<file path="config.mk">
export PLATFORM = sky130hd
export DESIGN_NAME = dma_channel_arbiter
export DESIGN_NICKNAME = d
export VERILOG_FILES = /design/src/rtl/dma_channel_arbiter.sv
export SDC_FILE = /design/constraint.sdc
export NUM_CORES = 1
export LEC_CHECK = 0
export BUFFER_PORTS_ARGS = -buffer_cell sky130_fd_sc_hd__buf_2
export CORE_AREA = 2 2 146 148
export DETAILED_ROUTE_END_ITERATION = 10
export DIE_AREA = 0 0 148 150
export GPL_ROUTABILITY_DRIVEN = 1
export PLACE_DENSITY_LB_ADDON = 0.2
export SKIP_CTS_REPAIR_TIMING = 1
export SLEW_MARGIN = 20
export SYNTH_ARGS = -nofsm -noshare
export SYNTH_HDL_FRONTEND = slang
export SYNTH_SLANG_ARGS = --single-unit
</file>
<file path="constraint.sdc">
create_clock -name clk -period 5.4 [get_ports clk]
set_clock_uncertainty 0.2 [all_clocks]
set_input_delay 0.27 -clock clk [delete_from_list [all_inputs] [get_ports clk]]
set_output_delay 0.27 -clock clk [all_outputs]
set_load 0.01 [all_outputs]
</file>
<file path="src/rtl/dma_channel_arbiter.sv">
// Round-robin arbiter and burst sequencer sharing one DMA memory write port
// among NUM_CH requesting channels; one burst at a time, ack on completion.
module dma_channel_arbiter #(
    parameter int NUM_CH = 4,
    parameter int ADDR_W = 32,
    parameter int DATA_W = 32,
    parameter int LEN_W  = 8
) (
    input  logic                       clk,
    input  logic                       reset,
    input  logic [NUM_CH-1:0]          ch_req,
    input  logic [NUM_CH*ADDR_W-1:0]   ch_addr,
    input  logic [NUM_CH*LEN_W-1:0]    ch_len,
    input  logic [NUM_CH*DATA_W-1:0]   ch_data,
    output logic [NUM_CH-1:0]          ch_grant,
    output logic [NUM_CH-1:0]          ch_pop,
    output logic [NUM_CH-1:0]          ch_ack,
    output logic [ADDR_W-1:0]          mem_address,
    output logic [DATA_W-1:0]          mem_data_out,
    output logic                       mem_write_enable,
    input  logic                       mem_ready,
    output logic                       busy
);

    localparam int IDX_W = (NUM_CH > 1) ? $clog2(NUM_CH) : 1;

    typedef enum logic [1:0] {
        IDLE = 2'd0,
        XFER = 2'd1,
        DONE = 2'd2
    } state_t;

    state_t             state_r;
    state_t             state_next_s;
    logic [IDX_W-1:0]   grant_idx_r;
    logic [IDX_W-1:0]   last_grant_r;
    logic [IDX_W-1:0]   sel_idx_s;
    logic               sel_valid_s;
    logic [LEN_W-1:0]   sel_len_s;
    logic [ADDR_W-1:0]  addr_r;
    logic [LEN_W-1:0]   len_r;
    logic [LEN_W-1:0]   beat_r;
    logic               accept_s;
    logic               last_beat_s;
    logic [NUM_CH-1:0]  grant_onehot_s;

    // Circular successor of a channel index; sum never exceeds 2*NUM_CH-1.
    function automatic logic [IDX_W-1:0] rr_index(input logic [IDX_W-1:0] base, input int offset);
        int sum;
        sum = int'(base) + offset;
        if (sum >= NUM_CH) begin
            sum = sum - NUM_CH;
        end else begin
            sum = sum;
        end
        return IDX_W'(sum);
    endfunction

    // Round-robin search starting just after the previously served channel.
    always_comb begin
        sel_valid_s = 1'b0;
        sel_idx_s   = '0;
        for (int k = 1; k <= NUM_CH; k++) begin
            if (!sel_valid_s && ch_req[rr_index(last_grant_r, k)]) begin
                sel_valid_s = 1'b1;
                sel_idx_s   = rr_index(last_grant_r, k);
            end else begin
                sel_idx_s   = sel_idx_s;
            end
        end
    end

    // A zero burst length is served as a single word.
    always_comb begin
        sel_len_s = ch_len[sel_idx_s*LEN_W +: LEN_W];
        if (sel_len_s == {LEN_W{1'b0}}) begin
            sel_len_s = LEN_W'(1);
        end else begin
            sel_len_s = sel_len_s;
        end
    end

    assign accept_s    = (state_r == XFER) && mem_ready;
    assign last_beat_s = (beat_r == (len_r - LEN_W'(1)));

    // Next-state logic for the IDLE -> XFER -> DONE burst sequence.
    always_comb begin
        state_next_s = state_r;
        case (state_r)
            IDLE: begin
                if (sel_valid_s) begin
                    state_next_s = XFER;
                end else begin
                    state_next_s = IDLE;
                end
            end
            XFER: begin
                if (accept_s && last_beat_s) begin
                    state_next_s = DONE;
                end else begin
                    state_next_s = XFER;
                end
            end
            DONE:    state_next_s = IDLE;
            default: state_next_s = IDLE;
        endcase
    end

    // State register.
    always_ff @(posedge clk or posedge reset) begin
        if (reset) begin
            state_r <= IDLE;
        end else begin
            state_r <= state_next_s;
        end
    end

    // Burst context: latched on grant, advanced per accepted beat.
    always_ff @(posedge clk or posedge reset) begin
        if (reset) begin
            grant_idx_r  <= '0;
            last_grant_r <= IDX_W'(NUM_CH - 1);
            addr_r       <= '0;
            len_r        <= '0;
            beat_r       <= '0;
        end else begin
            case (state_r)
                IDLE: begin
                    if (sel_valid_s) begin
                        grant_idx_r <= sel_idx_s;
                        addr_r      <= ch_addr[sel_idx_s*ADDR_W +: ADDR_W];
                        len_r       <= sel_len_s;
                        beat_r      <= '0;
                    end
                end
                XFER: begin
                    if (accept_s) begin
                        beat_r <= beat_r + LEN_W'(1);
                        addr_r <= addr_r + ADDR_W'(4);
                    end
                end
                DONE:    last_grant_r <= grant_idx_r;
                default: last_grant_r <= last_grant_r;
            endcase
        end
    end

    // One-hot decode of the latched grant index.
    always_comb begin
        grant_onehot_s = '0;
        for (int i = 0; i < NUM_CH; i++) begin
            grant_onehot_s[i] = (grant_idx_r == IDX_W'(i));
        end
    end

    assign ch_grant         = (state_r == XFER) ? grant_onehot_s : '0;
    assign ch_pop           = accept_s ? grant_onehot_s : '0;
    assign ch_ack           = (state_r == DONE) ? grant_onehot_s : '0;
    assign mem_write_enable = (state_r == XFER);
    assign mem_address      = (state_r == XFER) ? addr_r : '0;
    assign mem_data_out     = (state_r == XFER) ? ch_data[grant_idx_r*DATA_W +: DATA_W] : '0;
    assign busy             = (state_r != IDLE);

endmodule

</file>
==> metrics <==
status finished, violations left; failing checks hold timing; Final Hold Viols 19; Setup violations, final 0; Critical path origin last_grant_r[1]; mapped cell area 5620 um2; starting density of the core 27.2%; initial antenna violation count 6; max_slew headroom 44.6%; crit end category flop; sequential area share after synthesis ~24%; Most used DFF post-synth dfrtp_1; largest net degree at the start of global routing 82; final wirelength 25000 um; # DRC 0; Slew @ Worst Pin 831 ps; worst skew pair latency 300 ps; share of post-route cells with drive strength above 1 about two fifths; final period utilization 52.6%; total grt overflow 0; Longest Clk Path Bufs 2; vias in the first global route 6725; Leakage Power 3.77 nW; cell area power density roughly 410 nW/um2; Synth cell types 60; CP Class flop to flop; Via density 5.07; ANT nets after route 0; CTS sink cnt 54; VDD IR max 0.149 mV; RSZ-0062 raised after global routing no; post-route setup TNS 0 ps; CTS Buf Count 5; Tot GR Track Use about a fifth; slowest cell on the critical path a311o_2; H-tree depth 2; Layout Nets between 1000 and 1500; die width 148 um; drt wl/cell 18.2 um; flops & latches, synth 54; critical path peak fanout 48; Synth async-reset ratio 100%; post-route cell area 7820 um2; reg2reg setup slack about 2600 ps; Site Rows 53; post-placement cell area 7680 um2; fin util 37.8%; Slew Limit Fails 0; chip height 150 um; fin crit period 2840 ps; Final HPWL DP roughly 20000 um; DRT Pass-1 Iters 5; CP Buf/Inv Count 1; Avg Inst Size Synth 7.39 um2; ranking of synthesized cells by area dfrtp_1, nand2_1, mux4_2; Final GP Congestion 0.839; Max Freq 0.352 GHz; # IOs 373; Largest stage delay, worst path approximately 620 ps; worst hold path class input pin to asynchronous set/reset pin; Die ar. 22200 um2; Worst EP required 5420 ps; CTS Root Cell clkbuf_16; Setup crit start kind flop; syn nets 1058; # Max-Cap Violations 0; CORE AREA 20700 um2; Reg2Reg Launch Point last_grant_r[1]; Iter 0 DRT Violations about 330; first-pass GRT wire length 36900 um; worst reg2reg endpoint len_r[0]; fin worst setup slack 2560 ps; area share of the largest cell type after synthesis around 23%; R2R depth 7; Worst Path Arrival 2860 ps; Port Buf Inserts 372; FILL cells about 2200; post-synth top area cell dfrtp_1; Cells after Synth 760; Cell Chain, Critical Path nor3b_2 > a311o_2 > buf_4 > nor4_2 > nor3_1 > or3_1 > a31oi_1; WHS -18.4 ps; Post-synth EDFFs 0; via count between 6000 and 7000; Synth warnings 0; CTS clock-pin slew for the worst setup and hold paths around 70 ps; CP delay by family, top simple AND/OR/NAND/NOR gates; CTS tree yes; pre-CTS setup slack 2460 ps; Layout area overhead 39.2%
## Yosys cell counts, types with 2 or more instances
master	count
mux2_2	2
nand2b_1	7
dfstp_2	2
a21o_1	3
mux2i_1	5
nor2b_1	2
a32oi_1	6
nor4_1	7
xor2_1	9
clkbuf_1	34
o21ai_1	11
nand2_1	200
buf_2	17
or3_1	2
nor4_2	2
and4_1	4
a21oi_1	36
a211oi_1	2
and2_1	69
o21ai_0	15
ha_1	3
nor3_1	19
xnor2_1	9
o221ai_1	3
nand3_1	83
nand4_1	8
o21a_1	2
a31oi_1	4
a221o_1	2
or2_1	2
o311ai_1	2
and3_1	13
or4_1	4
a311oi_1	10
nor2_1	46
dfrtp_1	52
mux4_2	33
buf_1	5
inv_1	4
## metrics by stage
step	instances	power (mW)	hold WS, ps
CTS	1368	3.28	10.6
global route	1370	3.51	54.0
detailed placement	1361	2.95	259
floorplan	760	2.14	238
finish	1370	3.23	-18.4
global placement	1361	2.95	253
## metal layers
layer | part of all wire [%] | track usage [%] | wire length [um]
met1 | 38 | 24.3 | 9600
met2 | 51 | 39.1 | 12800
met3 | 6.6 | 3.57 | 1660
met5 | 0.052 | 0 | 13
met4 | 3.5 | 8.52 | 863
## layout by cell type (no fill, tap or decap), drive strengths merged, types with 5 or more instances in the layout
| cell type | instances |
|---|---|
| and3 | 13 |
| nor3 | 20 |
| nand3 | 83 |
| dfrtp | 52 |
| xor2 | 9 |
| inv | 5 |
| buf | 384 |
| xnor2 | 9 |
| a32oi | 6 |
| nand2b | 8 |
| mux4 | 33 |
| and2 | 69 |
| nor2 | 46 |
| clkbuf | 7 |
| mux2i | 5 |
| a311oi | 11 |
| a21oi | 36 |
| o21ai | 26 |
| nand4 | 8 |
| nor4 | 9 |
| nand2 | 200 |
## state kept, by name, summed over array words and instances (netlist names)
name and cells:
len_r 8, addr_r 32, last_grant_r 2, state_r 2, beat_r 8, grant_idx_r 2
## area by class of cell
cell class | instances | area (um2) | area share, %
multi-input combinational | 643 | 4010 | 51.3
timing repair buffer | 384 | 1950 | 25.0
sequential | 54 | 1360 | 17.3
tap | 275 | 344 | 4.40
clock buffer | 7 | 133 | 1.70
inverter | 5 | 18.8 | 0.240
antenna | 2 | 5.00 | 0.0640
## cells by family after synthesis
kind of cell,synth area share [%]
and+or+nand+nor,40.4
xor gates and xnor gates,2.81
buffers and inverters,4.79
muxes,14.5
DFF,24.1
adders and majority gates,0.668
AOI/OAI and AO/OA,12.8
## how the worst max path moves through the flow
stage | to | cells past startpoint
3_5_place_dp | len_r[0] | 8
4_1_cts | len_r[0] | 7
5_1_grt | addr_r[20] | 9
6_report | len_r[0] | 7
3_3_place_gp | len_r[0] | 8
2_1_floorplan | len_r[0] | 6
## worst register-to-register path: cells and delay by family, from the launching register on
kind | cells | cell delay (ps)
buffers and inverters | 1 | 390
DFF | 1 | 600
AOI/OAI and AO/OA | 2 | 780
and+or+nand+nor | 4 | 810
## power by group
group          internal [mW]  switching (mW)
clock                  0.171           0.148
sequential             0.573           0.214
combinational          0.964            1.16
total                   1.71            1.52
Power figures use the tool's default switching activity.
